$ cat config.mk
export PLATFORM = sky130hd
export DESIGN_NAME = modular_add_pipe
export DESIGN_NICKNAME = d
export VERILOG_FILES = /design/src/rtl/modular_add_pipe.sv
export SDC_FILE = /design/constraint.sdc
export NUM_CORES = 1
export LEC_CHECK = 0
export BUFFER_PORTS_ARGS = -buffer_cell sky130_fd_sc_hd__buf_2
export CORE_ASPECT_RATIO = 0.7
export CORE_MARGIN = 3
export CORE_UTILIZATION = 50
export CTS_BUF_LIST = sky130_fd_sc_hd__clkbuf_8 sky130_fd_sc_hd__clkbuf_16
export DETAILED_ROUTE_END_ITERATION = 7
export HOLD_SLACK_MARGIN = 0.03
export PLACE_DENSITY = 0.73
export SYNTH_ARGS = -nofsm -noshare
export SYNTH_HDL_FRONTEND = slang
export SYNTH_SLANG_ARGS = --single-unit
$ cat constraint.sdc
create_clock -name clk -period 8.3 [get_ports clk]
set_input_delay 1.245 -clock clk [delete_from_list [all_inputs] [get_ports clk]]
set_output_delay 1.245 -clock clk [all_outputs]
set_load 0.01 [all_outputs]
$ cat src/rtl/modular_add_pipe.sv
// Two-stage pipelined modular adder: T = (a + b) mod qe, with a valid/ready
// handshake on both sides and a sideband tag that follows each operand pair.
module modular_add_pipe #(
  parameter int unsigned TAGW = 8,
  localparam int unsigned W    = 32,
  localparam int unsigned QLOW = 8
) (
  input  logic            clk,
  input  logic            reset,
  input  logic            q_load,
  input  logic [W-1:0]    q_in,
  input  logic            in_valid,
  output logic            in_ready,
  input  logic [W-1:0]    a,
  input  logic [W-1:0]    b,
  input  logic [TAGW-1:0] in_tag,
  output logic            out_valid,
  input  logic            out_ready,
  output logic [W-1:0]    T,
  output logic [TAGW-1:0] out_tag
);

  // Only the upper bits of the modulus register matter: the low byte of qe
  // is always 8'h01, so q_in[7:0] is never stored.
  logic [W-QLOW-1:0] q_hi_q, q_hi_d;
  logic              unused_q_low;

  // Stage 1: full-width sum plus the modulus it was accepted under.
  logic              s1_valid_q, s1_valid_d;
  logic [W:0]        s1_sum_q, s1_sum_d;
  logic [W-1:0]      s1_qe_q, s1_qe_d;
  logic [TAGW-1:0]   s1_tag_q, s1_tag_d;

  // Stage 2: final result presented on the output port.
  logic              s2_valid_q, s2_valid_d;
  logic [W-1:0]      t_q, t_d;
  logic [TAGW-1:0]   tag_q, tag_d;

  logic [W-1:0]      qe_c;
  logic              s2_adv_c;
  logic [W+1:0]      diff_c;
  logic [W-1:0]      t_c;

  assign unused_q_low = ^q_in[QLOW-1:0];

  // Effective modulus, conditional subtraction and pipeline advance control.
  always_comb begin
    qe_c     = {q_hi_q, 8'h01};
    s2_adv_c = !s2_valid_q || out_ready;
    in_ready = !reset && (!s1_valid_q || s2_adv_c);
    diff_c   = {1'b0, s1_sum_q} - {2'b00, s1_qe_q};
    t_c      = diff_c[W+1] ? s1_sum_q[W-1:0] : diff_c[W-1:0];
  end

  // Next-state for modulus register and both pipeline stages.
  always_comb begin
    q_hi_d     = q_hi_q;
    s1_valid_d = s1_valid_q;
    s1_sum_d   = s1_sum_q;
    s1_qe_d    = s1_qe_q;
    s1_tag_d   = s1_tag_q;
    s2_valid_d = s2_valid_q;
    t_d        = t_q;
    tag_d      = tag_q;

    if (s2_adv_c) begin
      s2_valid_d = s1_valid_q;
      if (s1_valid_q) begin
        t_d   = t_c;
        tag_d = s1_tag_q;
      end
    end

    // Operands sample the modulus as it stood before any same-cycle load.
    if (in_ready) begin
      s1_valid_d = in_valid;
      if (in_valid) begin
        s1_sum_d = (W+1)'({1'b0, a}) + (W+1)'({1'b0, b});
        s1_qe_d  = qe_c;
        s1_tag_d = in_tag;
      end
    end

    if (q_load) begin
      q_hi_d = q_in[W-1:QLOW];
    end
  end

  // State registers; reset wins over a simultaneous modulus load.
  always_ff @(posedge clk) begin
    if (reset) begin
      q_hi_q     <= '0;
      s1_valid_q <= 1'b0;
      s1_sum_q   <= '0;
      s1_qe_q    <= '0;
      s1_tag_q   <= '0;
      s2_valid_q <= 1'b0;
      t_q        <= '0;
      tag_q      <= '0;
    end else begin
      q_hi_q     <= q_hi_d;
      s1_valid_q <= s1_valid_d;
      s1_sum_q   <= s1_sum_d;
      s1_qe_q    <= s1_qe_d;
      s1_tag_q   <= s1_tag_d;
      s2_valid_q <= s2_valid_d;
      t_q        <= t_d;
      tag_q      <= tag_d;
    end
  end

  assign out_valid = s2_valid_q;
  assign T         = t_q;
  assign out_tag   = tag_q;

endmodule

=== Word-level counts from Yosys, hierarchy flattened ===
Cells that the tools add are included.

* Flip-flop bits (word level): 132
* Output and inout port bits: 42

* $add $sub $neg: 2
* Muxes and demuxes: 1
* Reduce and logical (&&, ||, !) cells: 8

{| class="wikitable"
|+ Operators by type and width
! kind !! number
|-
| subtractor 33 x 32 -> 34 bit || 1
|-
| adder 32 x 32 -> 33 bit || 1
|-
| 2-to-1 mux 32 bit || 1
|-
| AND reduction 2 bit || 2
|-
| logical NOT 1 bit || 3
|-
| logical OR 1 bit || 2
|-
| logical AND 1 bit || 1
|}

=== Longest topological paths before layout ===
Gate-level depths: netlist of run 1.

* Depth in word-level cells: 5
* Mapped depth: 13
* Mapped depth without buffers: 12

=== Worst setup path before layout of run 1 ===
OpenSTA, ideal clock, no wires.

* Kind: input-to-reg
* From: input a[0]
* To: register s1_sum_q[32]
* Setup time: 129 ps
* Arrival: 3610 ps
* Setup slack: 4561 ps
* Cell stages on the path: 11
* Path buffers: 0
* Cells stage by stage: ha_1 -> fa_1 -> a21oi_1 -> o211ai_1 -> nand2_1 -> o21ai_1 -> a311oi_2 -> o31ai_1 -> a311o_1 -> a2111oi_2 -> a21oi_1

* Word-level cells in the longest chain between the ends: 1

{| class="wikitable"
|+ RTL lines
! element !! line !! RTL
|-
| start, declared || 14 || <nowiki>input logic [W-1:0] a,</nowiki>
|-
| adder 32 x 32 -> 33 bit || 78 || <nowiki>s1_sum_d = (W+1)'({1'b0, a}) + (W+1)'({1'b0, b});</nowiki>
|-
| end signal, assigned || 103 || <nowiki>s1_sum_q <= s1_sum_d;</nowiki>
|-
| end, declared || 30 || <nowiki>logic [W:0] s1_sum_q, s1_sum_d;</nowiki>
|}

Every way passes these cells.
A chain may end at the register's enable or synchronous reset.

=== Final worst setup path of run 1 ===
Ends and elaborated chain as after synthesis.

==> results of run 1 <==
## final timing paths
check / start / end / slack [ns]
min reg2reg: T[0] / T[0] / 0.45
max reg2reg: s1_sum_q[22] / T[6] / 4.73
min: T[0] / T[0] / 0.45
max: a[0] / s1_sum_q[32] / 4.37
## routing by layer
layer | vias to the layer above | GRT usage
met5 | - | 0
met4 | 0 | 0.0447
met3 | 16 | 0.0456
met2 | 203 | 0.356
met1 | 3230 | 0.305
li1 | 3582 | -
## synth_stat cells, types with 3 or more instances
cell                         n
sky130_fd_sc_hd__o21ai_0    64
sky130_fd_sc_hd__a211o_1     4
sky130_fd_sc_hd__and3_1     12
sky130_fd_sc_hd__dfxtp_1   132
sky130_fd_sc_hd__o21ai_1     3
sky130_fd_sc_hd__a21oi_1    80
sky130_fd_sc_hd__inv_1      35
sky130_fd_sc_hd__nor2b_1     6
sky130_fd_sc_hd__a311oi_1    9
sky130_fd_sc_hd__xnor2_1    25
sky130_fd_sc_hd__o21a_1      3
sky130_fd_sc_hd__and2_1      3
sky130_fd_sc_hd__nand2b_1    6
sky130_fd_sc_hd__nor4b_2     3
sky130_fd_sc_hd__xor2_1     28
sky130_fd_sc_hd__a211oi_1    4
sky130_fd_sc_hd__nand2_1   124
sky130_fd_sc_hd__o31ai_1    29
sky130_fd_sc_hd__nand3_1    48
sky130_fd_sc_hd__ha_1       58
sky130_fd_sc_hd__clkbuf_1   41
sky130_fd_sc_hd__buf_4       3
sky130_fd_sc_hd__a21o_1     43
sky130_fd_sc_hd__o21bai_1    7
sky130_fd_sc_hd__nand4_1     4
sky130_fd_sc_hd__mux2i_1    25
sky130_fd_sc_hd__nor3_1     11
sky130_fd_sc_hd__buf_1       3
sky130_fd_sc_hd__a31oi_1    13
sky130_fd_sc_hd__nor2_1     53
sky130_fd_sc_hd__o211ai_1    7
## cell families after synthesis
family	synth area share
AOI/OAI and AO/OA	0.249
xor gates and xnor gates	0.0603
adders and majority gates	0.0969
buffers and inverters	0.0447
DFF	0.343
muxes	0.0340
and+or+nand+nor	0.172
## power by group through the flow
stage          sequential [mW]  clock [mW]  combinational, mW
2_1_floorplan            0.741           0              0.530
3_3_place_gp             0.742           0              0.673
3_5_place_dp             0.744           0              0.679
4_1_cts                  0.730       0.799              0.686
5_1_grt                  0.736       0.829              0.771
6_report                 0.731       0.788              0.691
## through the flow
step	util	power [mW]	worst slack, ns	std cells
2_1_floorplan	-	1.27	4.56	931
3_3_place_gp	0.572	1.41	4.07	1224
3_5_place_dp	0.572	1.42	4.01	1224
4_1_cts	0.614	2.22	4.41	1256
5_1_grt	0.614	2.34	4.18	1256
6_report	0.614	2.21	4.37	1256
## sequential cells by signal, indices dropped and copies added (netlist names)
name / cells
q_hi_q: 24
s1_sum_q: 33
s1_valid_q: 1
s1_qe_q: 25
out_tag: 8
out_valid: 1
T: 32
s1_tag_q: 8
## worst max-delay path: stages
cell	delay (ns)
sky130_fd_sc_hd__buf_2	0.10
sky130_fd_sc_hd__ha_1	0.23
sky130_fd_sc_hd__fa_1	0.41
sky130_fd_sc_hd__a21oi_1	0.27
sky130_fd_sc_hd__o211ai_1	0.17
sky130_fd_sc_hd__nand2_1	0.17
sky130_fd_sc_hd__o21ai_1	0.21
sky130_fd_sc_hd__a311oi_2	0.40
sky130_fd_sc_hd__o31ai_1	0.16
sky130_fd_sc_hd__a311o_1	0.43
sky130_fd_sc_hd__a2111oi_2	0.37
sky130_fd_sc_hd__a21oi_1	0.06
## layout make-up
| class | count | area [sq um] | area share |
|---|---|---|---|
| clock buffers | 17 | 425 | 0.0466 |
| clock inverters | 15 | 194 | 0.0213 |
| inverters | 36 | 135 | 0.0148 |
| multi-input cells | 713 | 4720 | 0.518 |
| flip-flops and latches | 132 | 2640 | 0.290 |
| well taps | 195 | 244 | 0.0268 |
| repair buffers | 148 | 756 | 0.0829 |
==> results.ini, run 1 <==
[cts]
post_cts.repair.setup_buffers = 0
cts_tree = built
insertion_delay_ns = 0.42
cts_hold_buffers = 0
cts.clk_slew.worst_paths_ns = 0.06
ctsHtreeMaxLevel = 4
cts_buffers = 17
clock_tree.root_cell = sky130_fd_sc_hd__clkbuf_16
clock-sinks = 132
cts_max_path_buffers = 2
cts_repair_resize_count = 0

[worst_setup_path]
crit_required_ns = 8.59
ff2ff_path_depth = 10
worst_setup_path_class = input port to flop
path_max_fanout = 4
crit_path_start_kind = input port
critical_path_data_arrival_time_ns = 4.22
timing.critical_path.to_type = flop

[logic_synthesis]
ys_types = 67
yosys_warnings = 0
synth_area_sq_mm = 0.00770
synth_area_leaders = sky130_fd_sc_hd__dfxtp_1 34%, sky130_fd_sc_hd__ha_1 9.4%, sky130_fd_sc_hd__nand2_1 6.0%
synth_area_leader_cell = sky130_fd_sc_hd__dfxtp_1
post_synthesis_sequential_area_ratio = 0.343
postSynthAreaPerCell_sq_um = 8.27
post_synth_inst_count = 931
ys.flop_type = sky130_fd_sc_hd__dfxtp_1
synth-edff-count = 0
synth.top_cell.area_share = 0.343
total_nets_after_synthesis = 1099
async_flop_share = 0
ys_ff_latch = 132

[placed_design]
gp_congestion = 0.911
dp.final_hpwl_um = 13600
dpl_cell_area_sq_mm = 0.00850
io_buffers = 142

[global_route]
globalRouteTotalUtil = 0.219
wire_length_of_the_first_global_routing_pass_um = 30600
gr-total-overflow = 0
antenna_found_initial = 0
largest_net_degree_at_the_start_of_global_routing = 76
vias_in_the_first_global_route = 6269

[run_status]
outcome = completed

[finish]
drive_above_1_share = 0.196
layout_commonest_cell = sky130_fd_sc_hd__buf_2
most-common-layout-cells = 142 x sky130_fd_sc_hd__buf_2, 132 x sky130_fd_sc_hd__dfxtp_1, 123 x sky130_fd_sc_hd__nand2_1, 80 x sky130_fd_sc_hd__a21oi_1, 64 x sky130_fd_sc_hd__o21ai_0
area_growth_pct = 18.5
finish.instance_area_sq_mm = 0.00912
fin_nets = 1216
antenna_cells = 0
nFillCells = 1390

[sta]
unrepaired_setup_endpoints_after_global_routing = no
timing.final.crit_share = 0.473
finClkSkew_ns = 0.0108
maxSlewViolCount = 0
hold_slack_ns = 0.450
min_period_ns = 3.93
setup-violations-final = 0
slew_headroom = 0.229
finalSetupTns_ns = 0
tightestPinTransition_ns = 1.16
fmaxAchievable_mhz = 254
finalHoldViolCount = 0

[route]
initialDrtViolationCount = 503
viasPerCell = 5.60
route.detailed.wl_per_inst_um = 15.1
drc = 0
via_count = 7031
routed_wirelength_um = 19000
final_ant_viol_nets = 0
dr_wl_met2_um = 8590
top_layer = met4
detailroute.wirelength.met3_um = 1110
wirelength_met1_um = 9110
detailedRoute.firstPassIterationCount = 5

[floorplan]
dieArea_sq_mm = 0.0169
core_area_sq_mm = 0.0149
num_io_pins = 151
rows = 37
die_x_um = 154
floorplan.initialDensity = 0.518
die_h_um = 110

[power_and_ir_drop]
power_frac_clock = 0.357
intPower_mw = 1.45
seq_power_share = 0.331
leakage_nw = 4.17
power.switching_fraction = 0.342
power.ir.vdd_worst_mv = 0.179
power.switching_uw = 756
fraction_of_power_consumed_by_combinational_cells = 0.313
power-per-cell-area_mw_per_mm2 = 242

[run]
cap_viol_max_count = 0

[min_path]
holdPathStages = 2
worst_hold_path_type = flop to flop

No activity file was read; power rests on OpenSTA's default activity.
==> inputs of run 2 (changes only) <==
--- a/config.mk
+++ b/config.mk
@@ -5,6 +5,7 @@
 export SDC_FILE = /design/constraint.sdc
 export NUM_CORES = 1
 export LEC_CHECK = 0
+export ABC_AREA = 1
 export BUFFER_PORTS_ARGS = -buffer_cell sky130_fd_sc_hd__buf_2
 export CORE_ASPECT_RATIO = 0.7
 export CORE_MARGIN = 3
@@ -12,7 +13,7 @@
 export CTS_BUF_LIST = sky130_fd_sc_hd__clkbuf_8 sky130_fd_sc_hd__clkbuf_16
 export DETAILED_ROUTE_END_ITERATION = 7
 export HOLD_SLACK_MARGIN = 0.03
-export PLACE_DENSITY = 0.73
+export PLACE_DENSITY = 0.72
 export SYNTH_ARGS = -nofsm -noshare
 export SYNTH_HDL_FRONTEND = slang
 export SYNTH_SLANG_ARGS = --single-unit
==> constraint.sdc (replaced) <==
create_clock -name clk -period 3.9 [get_ports clk]
set_input_delay 0.585 -clock clk [delete_from_list [all_inputs] [get_ports clk]]
set_output_delay 0.585 -clock clk [all_outputs]
set_load 0.01 [all_outputs]
==> run 2 against run 1 <==
- global-route usage is 6.5 points higher
- total power rose by 120%
- count of clock-buffer cells in the layout rose by 1
- sequential share of layout area decreased by 4.1 points
- setup slack worse by 3.2 ns
- die area rose by 18%
- utilization is 0.86 points lower
- critical path type is now flop to flop
==> results.ini, run 2 <==
[power_and_ir_drop]
seq_power_share = 0.320
power.switching_fraction = 0.396
power_frac_clock = 0.324
fraction_of_power_consumed_by_combinational_cells = 0.356
power.ir.vdd_worst_mv = 0.264
power.total_mw = 4.84
intPower_mw = 2.92
power-per-cell-area_mw_per_mm2 = 455
leakage_nw = 5.47
power.switching_mw = 1.91

[sta]
finClkSkew_ns = 0.0186
min_period_ns = 2.69
hold_slack_ns = 0.361
unrepaired_setup_endpoints_after_global_routing = no
tightestPinTransition_ns = 0.824
maxSlewViolCount = 0
finalSetupTns_ns = 0
slew_headroom = 0.445
setup-violations-final = 0
fmaxAchievable_mhz = 371
finalHoldViolCount = 0
timing.final.crit_share = 0.691

[logic_synthesis]
async_flop_share = 0
post_synth_inst_count = 1503
ys_ff_latch = 132
postSynthAreaPerCell_sq_um = 6.11
synth.top_cell.area_share = 0.288
yosysMostFrequentCell = sky130_fd_sc_hd__nand2_1
total_nets_after_synthesis = 1671
synth_area_sq_mm = 0.00919
yosys_warnings = 0
synth-edff-count = 0
post_synthesis_sequential_area_ratio = 0.288
post_synth_most_frequent_cells = 405 x sky130_fd_sc_hd__nand2_1, 208 x sky130_fd_sc_hd__inv_1, 170 x sky130_fd_sc_hd__nor2_1, 132 x sky130_fd_sc_hd__dfxtp_1, 127 x sky130_fd_sc_hd__nand3_1
synth_area_leader_cell = sky130_fd_sc_hd__dfxtp_1
synth_area_leaders = sky130_fd_sc_hd__dfxtp_1 29%, sky130_fd_sc_hd__nand2_1 17%, sky130_fd_sc_hd__inv_1 8.5%
ys.flop_type = sky130_fd_sc_hd__dfxtp_1
ys_types = 40

[worst_setup_path]
critical_path_data_arrival_time_ns = 3.01
timing.critical_path.to_type = flop
worst_setup_path_startpoint = s1_qe_q[20]
crit_required_ns = 4.22
cpMostUsedCell = sky130_fd_sc_hd__nand2_1
path_max_fanout = 38
critical_path_buf_inv_count = 4
slowest_delay_ns = 0.48
path_cells = inv_1, ha_1, nand2_1, inv_1, nand2_1, nand2_1, nand2_1, nand2_1, a21oi_4, nand2_2, buf_4, nand2_1, o21ai_0, o21ai_0, inv_1
slowest_stage = sky130_fd_sc_hd__a21oi_4
r2r_start = s1_qe_q[20]
crit_path_start_kind = flop
worst_setup_path_class = flop to flop
ff2ff_path_depth = 15
critical_path_cell_count = 15
crit_family = compound AO/OA/AOI/OAI gates
r2r_end = T[4]
crit_end = T[4]
setup.reg_to_reg.worst_slack_ns = 1.21

[placed_design]
dp.final_hpwl_um = 22400
io_buffers = 142
dpl_cell_area_sq_mm = 0.0101
place.detailed.instances = 1837
gp_congestion = 1.02

[route]
drc = 0
routed_wirelength_um = 29000
detailedRoute.firstPassIterationCount = 6
initialDrtViolationCount = 1001
route.detailed.wl_per_inst_um = 15.5
via_count = 9872
final_ant_viol_nets = 0
viasPerCell = 5.28

[finish]
area_growth_pct = 15.7
finish.instance_area_sq_mm = 0.0106
fin_nets = 1793
largest_register_ffs = 33
nFillCells = 1795
antenna_cells = 0
finish.cell_count_without_fillers = 1869
most-common-layout-cells = 405 x sky130_fd_sc_hd__nand2_1, 207 x sky130_fd_sc_hd__inv_1, 169 x sky130_fd_sc_hd__nor2_1, 142 x sky130_fd_sc_hd__buf_2, 132 x sky130_fd_sc_hd__dfxtp_1
layout_commonest_cell = sky130_fd_sc_hd__nand2_1
registers.top_by_ff_count = s1_sum_q
drive_above_1_share = 0.129

[floorplan]
die_x_um = 168
die_h_um = 119
floorplan.initialDensity = 0.523
rows = 40
num_io_pins = 151
dieArea_sq_mm = 0.0201
core_area_sq_mm = 0.0176

[global_route]
globalRouteTotalUtil = 0.284
vias_in_the_first_global_route = 8597
antenna_found_initial = 0
gr-total-overflow = 0
largest_net_degree_at_the_start_of_global_routing = 79
wire_length_of_the_first_global_routing_pass_um = 45400

[cts]
cts_tree = built
post_cts.repair.setup_buffers = 0
cts_max_path_buffers = 2
cts_repair_resize_count = 0
insertion_delay_ns = 0.43
cts_hold_buffers = 0
clock-sinks = 132
ctsHtreeMaxLevel = 4
cts_buffers = 17
cts.clk_slew.worst_paths_ns = 0.06
clock_tree.root_cell = sky130_fd_sc_hd__clkbuf_16

[run]
cap_viol_max_count = 0

[min_path]
hold_start = in_tag[7]
worst_hold_path_type = input port to flop

[run_status]
outcome = completed

-- run 2: power groups by stage --
stage	clock network, mW	registers [mW]	logic [mW]
floorplan	0	1.58	1.21
global placement	0	1.57	1.65
detailed placement	0	1.58	1.67
CTS	1.58	1.55	1.69
global route	1.65	1.56	1.94
finish	1.57	1.55	1.72
-- run 2: routing by layer --
layer,GRT usage,wire length [um]
met1,0.434,14100
met2,0.376,10900
met3,0.0995,3440
met4,0.0629,464
met5,0,0
-- run 2: area by class of cell --
cell class,instances,area [sq um],share of cell area
clock inverters,14,135,0.0127
inverters,215,807,0.0759
repair buffers,151,791,0.0744
well taps,231,289,0.0272
flip-flops and latches,132,2640,0.249
multi-input cells,1108,5530,0.520
clock buffers,18,439,0.0413
-- run 2: cells by family (layout without fill, tap and decap cells) --
logic type               Yosys count  in the layout  share of synthesized area
AND/OR/NAND/NOR                  769            769                      0.352
adder cells (fa/ha/maj)           59             59                     0.0812
AO/OA/AOI/OAI                    259            259                      0.148
buffers and inverters            263            398                      0.111
XOR/XNOR                          21             21                     0.0200
flip-flops                       132            132                      0.288
-- run 2: how the worst min path moves through the flow --
stage,cells past startpoint,endpoint
finish,3,s1_tag_q[7]
global route,3,s1_tag_q[4]
CTS,3,s1_tag_q[4]
detailed placement,2,s1_qe_q[0]
global placement,2,s1_qe_q[0]
floorplan,2,s1_qe_q[0]
-- run 2: worst min-delay path: cells and delay by family --
| kind | cells | cell delay, ns |
|---|---|---|
| compound gates | 1 | 0.05 |
| buf+inv | 1 | 0.07 |
| simple gates | 1 | 0.04 |
-- run 2: per-stage QoR --
step           utilization  setup WS (ns)
3_3_place_gp         0.572           1.25
5_1_grt              0.605          0.990
4_1_cts              0.605           1.28
2_1_floorplan            -           1.69
6_report             0.605           1.21
3_5_place_dp         0.572           1.22
